[config.mk]
export PLATFORM = sky130hd
export DESIGN_NAME = tlc5615_dac
export DESIGN_NICKNAME = d
export VERILOG_FILES = /design/src/rtl/tlc5615_pkg.sv /design/src/rtl/tlc5615_dac_phase_timer.sv /design/src/rtl/tlc5615_dac.sv
export SDC_FILE = /design/constraint.sdc
export NUM_CORES = 1
export LEC_CHECK = 0
export BUFFER_PORTS_ARGS = -buffer_cell sky130_fd_sc_hd__buf_4
export CORE_MARGIN = 1.5
export CORE_UTILIZATION = 51
export DETAILED_ROUTE_END_ITERATION = 8
export GPL_TIMING_DRIVEN = 0
export PLACE_DENSITY = 0.74
export SYNTH_ARGS = -nofsm -noshare
export SYNTH_HDL_FRONTEND = slang
export SYNTH_HIERARCHICAL = 1
export SYNTH_SLANG_ARGS = --single-unit
export TNS_END_PERCENT = 1
[constraint.sdc]
create_clock -name i_clk -period 1.8 [get_ports i_clk]
set_input_delay 0.18 -clock i_clk [delete_from_list [all_inputs] [get_ports i_clk]]
set_output_delay 0.18 -clock i_clk [all_outputs]
set_load 0.05 [all_outputs]
[src/rtl/tlc5615_pkg.sv]
// tlc5615_pkg: shared frame sizes, FSM state encoding and a small width helper
// for the TLC5615 serial DAC transmitter.
package tlc5615_pkg;
   localparam int FRAME_BITS = 12;
   localparam int DATA_BITS  = 10;
   typedef enum logic [2:0] {IDLE, SETUP, SHIFT_HI, SHIFT_LO, GAP} state_t;
   function automatic int max_int(input int a, input int b);
      return a > b ? a : b;
   endfunction
endpackage

[src/rtl/tlc5615_dac_phase_timer.sv]
// dac_phase_timer: loadable down-counter whose terminal count marks the last
// cycle of an FSM phase.
// Ports: clk (clock), rst_n (sync active-low reset), load (reload strobe),
//        value (reload value), tc (count has reached zero).
module dac_phase_timer #(
   parameter int W = 5
) (
   input  logic         clk,
   input  logic         rst_n,
   input  logic         load,
   input  logic [W-1:0] value,
   output logic         tc
);
   logic [W-1:0] cnt;
   assign tc = cnt == '0;
   always_ff @(posedge clk) begin
      if (!rst_n) cnt <= '0;
      else if (load) cnt <= value;
      else if (!tc) cnt <= cnt - W'(1);
   end
endmodule

[src/rtl/tlc5615_dac.sv]
// tlc5615_dac: accepts a 10-bit code on a valid/ready handshake and shifts a
// 12-bit frame (code MSB first, two zero fill bits) to a TLC5615 DAC.
// Ports: i_clk (system clock), i_rst_n (sync active-low reset),
//        i_data/i_valid/o_ready (code handshake),
//        o_dac_sclk/o_dac_din/o_dac_cs_n (registered DAC serial pins).
module tlc5615_dac import tlc5615_pkg::*; #(
   parameter int CLK_DIV = 25,
   parameter int CS_GAP  = 25
) (
   input  logic                 i_clk,
   input  logic                 i_rst_n,
   input  logic [DATA_BITS-1:0] i_data,
   input  logic                 i_valid,
   output logic                 o_ready,
   output logic                 o_dac_sclk,
   output logic                 o_dac_din,
   output logic                 o_dac_cs_n
);
   localparam int TW = max_int(1, $clog2(max_int(CLK_DIV, CS_GAP)));
   state_t state, nxt;
   logic [FRAME_BITS-1:0] frame;
   logic [3:0] bit_cnt;
   logic tc, accept;
   assign accept = i_valid && o_ready;
   always_comb begin
      nxt = state;
      case (state)
         IDLE:     if (accept) nxt = SETUP;
         SETUP:    if (tc) nxt = SHIFT_HI;
         SHIFT_HI: if (tc) nxt = SHIFT_LO;
         SHIFT_LO: if (tc) nxt = bit_cnt == 4'(FRAME_BITS - 1) ? GAP : SHIFT_HI;
         GAP:      if (tc) nxt = IDLE;
         default:  nxt = IDLE;
      endcase
   end
   // Every transition is a state entry, so the timer reloads on any change.
   dac_phase_timer #(.W(TW)) timer (
      .clk  (i_clk),
      .rst_n(i_rst_n),
      .load (nxt != state),
      .value(nxt == GAP ? TW'(CS_GAP - 1) : TW'(CLK_DIV - 1)),
      .tc   (tc)
   );
   // Pin outputs are registered from the current state, so they trail the
   // state by one cycle; o_ready drops on the handshake edge itself so a
   // second code cannot slip in.
   always_ff @(posedge i_clk) begin
      if (!i_rst_n) begin
         state      <= IDLE;
         frame      <= '0;
         bit_cnt    <= '0;
         o_ready    <= 1'b1;
         o_dac_cs_n <= 1'b1;
         o_dac_sclk <= 1'b0;
         o_dac_din  <= 1'b0;
      end else begin
         state <= nxt;
         if (accept) frame <= {i_data, 2'b00};
         else if (state == SHIFT_HI && tc) frame <= frame << 1;
         if (state == SETUP) bit_cnt <= '0;
         else if (state == SHIFT_LO && tc && bit_cnt != 4'(FRAME_BITS - 1)) bit_cnt <= bit_cnt + 4'd1;
         o_ready    <= state == IDLE && !accept;
         o_dac_cs_n <= state == IDLE || state == GAP;
         o_dac_sclk <= state == SHIFT_HI;
         o_dac_din  <= (state == SETUP || state == SHIFT_HI || state == SHIFT_LO) && frame[FRAME_BITS-1];
      end
   end
endmodule

==> results of run 1 <==
## area by class of cell
cell class                 count  area [um^2]  share of cell area [%]
timing repair buffer          28        246.5                   13.27
inverter                       8        30.03                   1.616
clock buffer                   3        22.52                   1.212
tap                           31        38.79                   2.088
sequential                    26        524.3                   28.22
clock inverter                 1        30.03                   1.616
multi-input combinational    108        864.6                   46.53
buffer                        12        101.3                   5.455
## layer usage
| metal | vias to the layer above | GRT usage (%) | routed length, um |
|---|---|---|---|
| li1 | 613 | - | - |
| met1 | 582 | 26.12 | 1451 |
| met2 | 22 | 35.13 | 1640 |
| met3 | 4 | 2.558 | 83 |
| met4 | 0 | 10.88 | 46 |
| met5 | - | 0 | 0 |
## worst reg2reg max path: stages (launching register included)
cell and delay, ns:
dfxtp_2 0.35, inv_2 0.06, ha_4 0.13, nor4b_4 0.27, buf_6 0.18, nor4bb_4 0.22, buf_6 0.15, or2_4 0.16
buf_12 0.14, a31oi_4 0.07
## path summary, 6_finish.rpt
check / to / slack (ns) / startpoint
worst min register to register: frame[2]$_SDFFE_PN0P_ / 0.48 / frame[2]$_SDFFE_PN0P_
worst min-delay path: frame[2]$_SDFFE_PN0P_ / 0.08 / i_data[0]
worst max register to register: frame[4]$_SDFFE_PN0P_ / -0.05 / timer/cnt[1]$_SDFFE_PN0P_
worst max-delay path: frame[4]$_SDFFE_PN0P_ / -0.05 / timer/cnt[1]$_SDFFE_PN0P_
## cells in the mapped netlist (all sizes together)
master	number	share of area, %
dfxtp	26	36
nand2	23	6.0
nand3	11	3.8
a31oi	10	14
o31ai	10	5.2
inv	8	2.1
a21oi	7	2.4
buf	7	4.9
o21ai	7	2.7
clkbuf	5	1.3
nand4b	3	2.3
nor2	3	0.78
nor3	3	1.0
conb	2	0.52
ha	2	1.7
nor3b	2	1.0
or3	2	0.87
or4	2	1.0
a311oi	1	0.61
a32oi	1	0.61
and2	1	0.43
and3b	1	0.61
and4b	1	0.69
mux2i	1	0.69
nand2b	1	0.43
nand3b	1	0.52
nor2b	1	0.43
nor4b	1	1.6
nor4bb	1	1.7
o2111ai	1	0.61
o211ai	1	0.52
o21a	1	0.52
o311ai	1	0.61
o41ai	1	0.61
or2	1	0.61
xnor2	1	0.61
## power by group through the flow
stage | combinational (mW) | sequential, mW | clock (mW)
final | 1.29 | 0.781 | 0.411
after global routing | 1.37 | 0.793 | 0.434
after CTS | 1.13 | 0.774 | 0.421
after detailed placement | 0.897 | 0.797 | 0
after global placement | 0.864 | 0.788 | 0
after floorplan | 0.682 | 0.829 | 0
## cell families after synthesis
family | Yosys count | synth area share, %
AND/OR/NAND/NOR | 58 | 23.94
AO/OA/AOI/OAI | 41 | 28.10
flip-flops | 26 | 36.08
buffers and inverters | 20 | 8.326
adder cells (fa/ha/maj) | 2 | 1.734
other | 2 | 0.5206
XOR/XNOR | 1 | 0.6072
multiplexers | 1 | 0.6939
## repair_timing
action,CTS,global route
pin swaps,3,6
setup buffers,7,3
cloned,1,1
gates resized for setup,5,9
setup endpoints to repair,16,18
## registers in the layout, summed over array words and instances, names as in the netlist
signal      cells
o_dac_din       1
bit_cnt         4
state           3
timer/cnt       5
o_ready         1
frame          10
o_dac_sclk      1
o_dac_cs_n      1
## stage by stage
step	power, mW	TNS [ns]	setup slack, ns	util, %
after floorplan	1.511	-0.02702	-0.02702	-
after global placement	1.653	-1.650	-0.1511	60.16
after detailed placement	1.694	-2.498	-0.2389	60.16
after CTS	2.324	-0.02201	-0.007546	66.02
after global routing	2.597	-1.695	-0.1386	68.56
final	2.481	-0.3920	-0.04843	68.56
==> flow_metrics.py, run 1 <==
metrics = {
    "outcome": {
        "violations": "setup timing",
        "status": "finished, violations left",
    },
    "sta": {
        "worstMarginPinSlew_ns": 0.5972,
        "rsz0062_at_grt": "yes",
        "finClkSkew_ns": 0.01086,
        "fin_crit_ns": 1.848,
        "setup_viol": 12,
        "relSlewSlack_pct": 59.85,
        "layout_setup_ws_ns": -0.04843,
        "finalHoldViolations": 0,
        "maxSlewViolCount": 0,
        "period_share_pct": 102.7,
        "hold_slack_ns": 0.07716,
        "timing.fmax_mhz": 541.0,
    },
    "power": {
        "pwr-share-seq_pct": 31.5,
        "p_switching_mw": 0.9232,
        "power_frac_comb_pct": 51.9,
        "cellPowerDensity_mw_per_mm2": 1335,
        "p_int_mw": 1.558,
        "total_leakage_power_nw": 0.7353,
        "ir_drop_v": 0.001174,
        "switching_share_pct": 37.21,
        "clockPowerShare_pct": 16.6,
    },
    "die": {
        "coreArea_mm2": 0.002710,
        "start_util_pct": 53.23,
        "die_h_um": 56.19,
        "die_w_um": 56.19,
        "core.rowCount": 19,
        "die_area_mm2": 0.003157,
        "ioPinCount": 17,
    },
    "detailed_routing": {
        "wl_per_cell_um": 14.84,
        "antenna_left": 0,
        "viasPerCell": 5.627,
        "drt-pass1-iter-count": 4,
        "drtIter0Drc": 45,
        "num_vias": 1221,
        "drt-total-wl_um": 3221,
        "drc": 0,
    },
    "global_route": {
        "grt_max_degree": 16,
        "grt_usage_pct": 20.93,
        "grt_pass1_vias": 1182,
        "grt_overflow_total": 0,
        "antenna_found_initial": 0,
        "grt_pass1_wl_um": 5209,
    },
    "job": {
        "maxCapViolCount": 0,
    },
    "placement": {
        "place_inst": 201,
        "gp_congestion": 0.8176,
        "io_buffers": 16,
        "placedInstanceArea_mm2": 0.001630,
        "dpl.hpwl_um": 2096,
    },
    "logic_synthesis": {
        "syn_area_per_cell_um2": 9.554,
        "synth_area_mm2": 0.001443,
        "synthCells": 151,
        "synth_warnings": 6,
        "ys_seq_elements": 26,
        "seq_area_frac_synth_pct": 36.08,
        "ys_types": 43,
    },
    "setup_path": {
        "reg2reg_depth": 9,
        "worst_path_most_repeated_cell": "buf_6",
        "critical_path.top_delay_family": "simple AND/OR/NAND/NOR gates",
        "end_kind": "register",
        "crit_path_max_incr_delay_ns": 0.35,
        "crit_slowest_cell": "dfxtp_2",
        "cp.arrival_ns": 2.07,
        "crit_required_ns": 2.02,
        "crit_fanout": 5,
        "crit_chain": "inv_2 -> ha_4 -> nor4b_4 -> buf_6 -> nor4bb_4 -> buf_6 -> or2_4 -> buf_12 -> a31oi_4",
        "critical_path_class": "register to register",
        "critPathLaunchType": "register",
        "crit_buf_inv": 4,
        "crit_cells": 9,
    },
    "clock_tree": {
        "cts_tree": "yes",
        "cts_root_buffer": "clkbuf_4",
        "clk_latency_ns": 0.34,
        "cts-hold-fix-buffers": 0,
        "clock-sinks": 26,
        "clk_pin_slew_ns": 0.15,
        "htree_levels": 1,
        "cts-buffers-inserted": 3,
        "cts_buffer_depth": 2,
    },
    "worst_hold_path": {
        "hold_path_class": "primary input to register",
        "whs_path_depth": 3,
    },
    "cells_and_area": {
        "drive_gt1_share_pct": 37.10,
        "finalNetCount": 202,
        "final.fill_count": 232,
        "syn_to_final_growth_pct": 28.79,
        "final_cell_mix": "25 x buf_4, 23 x nand2_1, 23 x dfxtp_1",
        "fin_cells": 217,
        "layout_commonest_cell": "buf_4",
        "antenna_cells": 0,
        "design_area_mm2": 0.001858,
    },
}
Note: power is estimated with default switching activity, not from simulation.
==> inputs of run 2 (changes only) <==
--- a/config.mk
+++ b/config.mk
@@ -7,4 +7,5 @@
 export LEC_CHECK = 0
 export BUFFER_PORTS_ARGS = -buffer_cell sky130_fd_sc_hd__buf_4
+export CORE_ASPECT_RATIO = 1.25
 export CORE_MARGIN = 1.5
 export CORE_UTILIZATION = 51
==> constraint.sdc (replaced) <==
create_clock -name i_clk -period 1.8 [get_ports i_clk]
set_input_delay 0.36 -clock i_clk [delete_from_list [all_inputs] [get_ports i_clk]]
set_output_delay 0.36 -clock i_clk [all_outputs]
set_load 0.05 [all_outputs]
==> run 2 against run 1 <==
Compared with the run above: the flow still finishes with violations (setup timing); wire length down 5.7%; global-route usage down 0.93 points; critical path type unchanged; hold slack better by 0.17 ns; sequential share of layout area up 0.86 points; worst setup slack better by 0.028 ns; register-to-register slack better by 0.03 ns; first-iteration DRC count down 73%; total power down 9.4%; count of clock-buffer cells in the layout up 1; critical path depth unchanged; die area about the same.
==> flow_metrics.py, run 2 (same netlist as run 1, synthesis figures left out) <==
metrics = {
    "die": {
        "core.rowCount": 21,
        "die_area_mm2": 0.003159,
        "die_w_um": 50.57,
        "start_util_pct": 53.83,
        "coreArea_mm2": 0.002680,
        "ioPinCount": 17,
        "die_h_um": 62.47,
    },
    "setup_path": {
        "end_kind": "register",
        "r2r-start": "timer/cnt[0]$_SDFFE_PN0P_",
        "crit_start": "timer/cnt[0]$_SDFFE_PN0P_",
        "cp.arrival_ns": 2.04,
        "critical_path.top_delay_family": "simple AND/OR/NAND/NOR gates",
        "r2r_end": "frame[8]$_SDFFE_PN0P_",
        "crit_path_max_incr_delay_ns": 0.38,
        "crit_buf_inv": 4,
        "crit_required_ns": 2.02,
        "crit_slowest_cell": "dfxtp_4",
        "worst_path_most_repeated_cell": "buf_6",
        "critPathLaunchType": "register",
        "ff2ff_setup_slack_ns": -0.02,
        "critical_path_class": "register to register",
        "crit_path_end": "frame[8]$_SDFFE_PN0P_",
        "crit_chain": "inv_4 -> ha_4 -> nor4b_4 -> buf_6 -> nor4bb_4 -> buf_6 -> or2_4 -> clkbuf_16 -> a31oi_4",
        "reg2reg_depth": 9,
        "crit_cells": 9,
        "crit_fanout": 7,
    },
    "sta": {
        "period_share_pct": 101.1,
        "tns_ns": -0.06903,
        "relSlewSlack_pct": 64.56,
        "finalHoldViolations": 0,
        "setup_viol": 6,
        "fin_crit_ns": 1.820,
        "hold_slack_ns": 0.2443,
        "layout_setup_ws_ns": -0.02047,
        "timing.fmax_mhz": 549.3,
        "finClkSkew_ns": 0.007121,
        "maxSlewViolCount": 0,
        "worstMarginPinSlew_ns": 0.5271,
        "rsz0062_at_grt": "yes",
    },
    "clock_tree": {
        "cts-hold-fix-buffers": 0,
        "cts_tree": "yes",
        "cts_root_buffer": "clkbuf_4",
        "htree_levels": 1,
        "clock-sinks": 26,
        "clk_latency_ns": 0.33,
        "clk_pin_slew_ns": 0.15,
        "cts-buffers-inserted": 3,
        "cts_buffer_depth": 2,
    },
    "cells_and_area": {
        "largest-register": "frame",
        "finalNetCount": 199,
        "fin_cells": 217,
        "fin_util_pct": 67.60,
        "design_area_mm2": 0.001812,
        "largest_register_ffs": 10,
        "antenna_cells": 0,
        "largestRegisters": "frame x10, timer/cnt x5, bit_cnt x4",
        "syn_to_final_growth_pct": 25.59,
        "drive_gt1_share_pct": 36.61,
        "final_cell_mix": "23 x buf_4, 23 x nand2_1, 23 x dfxtp_1",
    },
    "placement": {
        "place_inst": 204,
        "post-place-ws_ns": -0.2649,
        "placedInstanceArea_mm2": 0.001634,
        "dpl.hpwl_um": 2065,
        "io_buffers": 16,
        "gp_congestion": 0.8239,
    },
    "detailed_routing": {
        "drt-pass1-iter-count": 4,
        "drtIter0Drc": 12,
        "drt-total-wl_um": 3038,
        "viasPerCell": 5.581,
        "num_vias": 1211,
        "wl_per_cell_um": 14.00,
        "drc": 0,
        "antenna_left": 0,
    },
    "global_route": {
        "grt_max_degree": 15,
        "grt_pass1_wl_um": 5057,
        "grt_usage_pct": 20.00,
        "antenna_found_initial": 0,
        "grt_pass1_vias": 1226,
        "grt_overflow_total": 0,
    },
    "power": {
        "ir_drop_v": 0.0005944,
        "total_leakage_power_nw": 0.6984,
        "finalPower_mw": 2.249,
        "cellPowerDensity_mw_per_mm2": 1241,
    },
    "outcome": {
        "violations": "setup timing",
        "status": "finished, violations left",
    },
    "worst_hold_path": {
        "hold_path_class": "primary input to register",
    },
    "job": {
        "maxCapViolCount": 0,
    },
}
[run 2: changes by cell type in the layout (fill, tap and decap cells not counted), sizes merged]
cell,before,now
clkbuf,9,11
bufinv,1,0
buf,34,30
[run 2: worst min path at each step]
stage | end | start | cells past startpoint | slack [ns]
after floorplan | frame[2]$_SDFFE_PN0P_ | frame[2]$_SDFFE_PN0P_ | 2 | 0.44
after global routing | frame[2]$_SDFFE_PN0P_ | i_data[0] | 3 | 0.26
final | frame[2]$_SDFFE_PN0P_ | i_data[0] | 3 | 0.24
after CTS | frame[2]$_SDFFE_PN0P_ | i_data[0] | 3 | 0.25
after global placement | frame[2]$_SDFFE_PN0P_ | frame[2]$_SDFFE_PN0P_ | 2 | 0.45
after detailed placement | frame[2]$_SDFFE_PN0P_ | frame[2]$_SDFFE_PN0P_ | 2 | 0.45
[run 2: layer usage]
| metal | wire length (um) | global-route usage [%] | vias to the layer above |
|---|---|---|---|
| li1 | - | - | 610 |
| met1 | 1313 | 23.82 | 580 |
| met2 | 1612 | 35.69 | 17 |
| met3 | 66 | 2.392 | 4 |
| met4 | 45 | 7.770 | 0 |
| met5 | 0 | 0 | - |
[run 2: cell type report]
type,count,area (um^2)
clock buffer,4,36.28
sequential,26,526.8
tap,34,42.54
timing repair buffer,25,209.0
multi-input combinational,108,863.3
fill,232,868.3
inverter,8,32.53
buffer,12,101.3
[run 2: where the power goes]
part,switching (mW),internal (mW)
clock network,0.184,0.124
registers,0.102,0.696
logic,0.587,0.556
total,0.873,1.38
[run 2: tightest hold or removal path, stage by stage]
cell	delay, ns
buf_4	0.07
nand3_1	0.07
o21ai_2	0.05
[run 2: repair_timing]
action / CTS / global route
gates resized for setup: 4 / 12
setup endpoints to repair: 17 / 16
setup buffers: 4 / 3
cloned: 0 / 2
pin swaps: 5 / 7
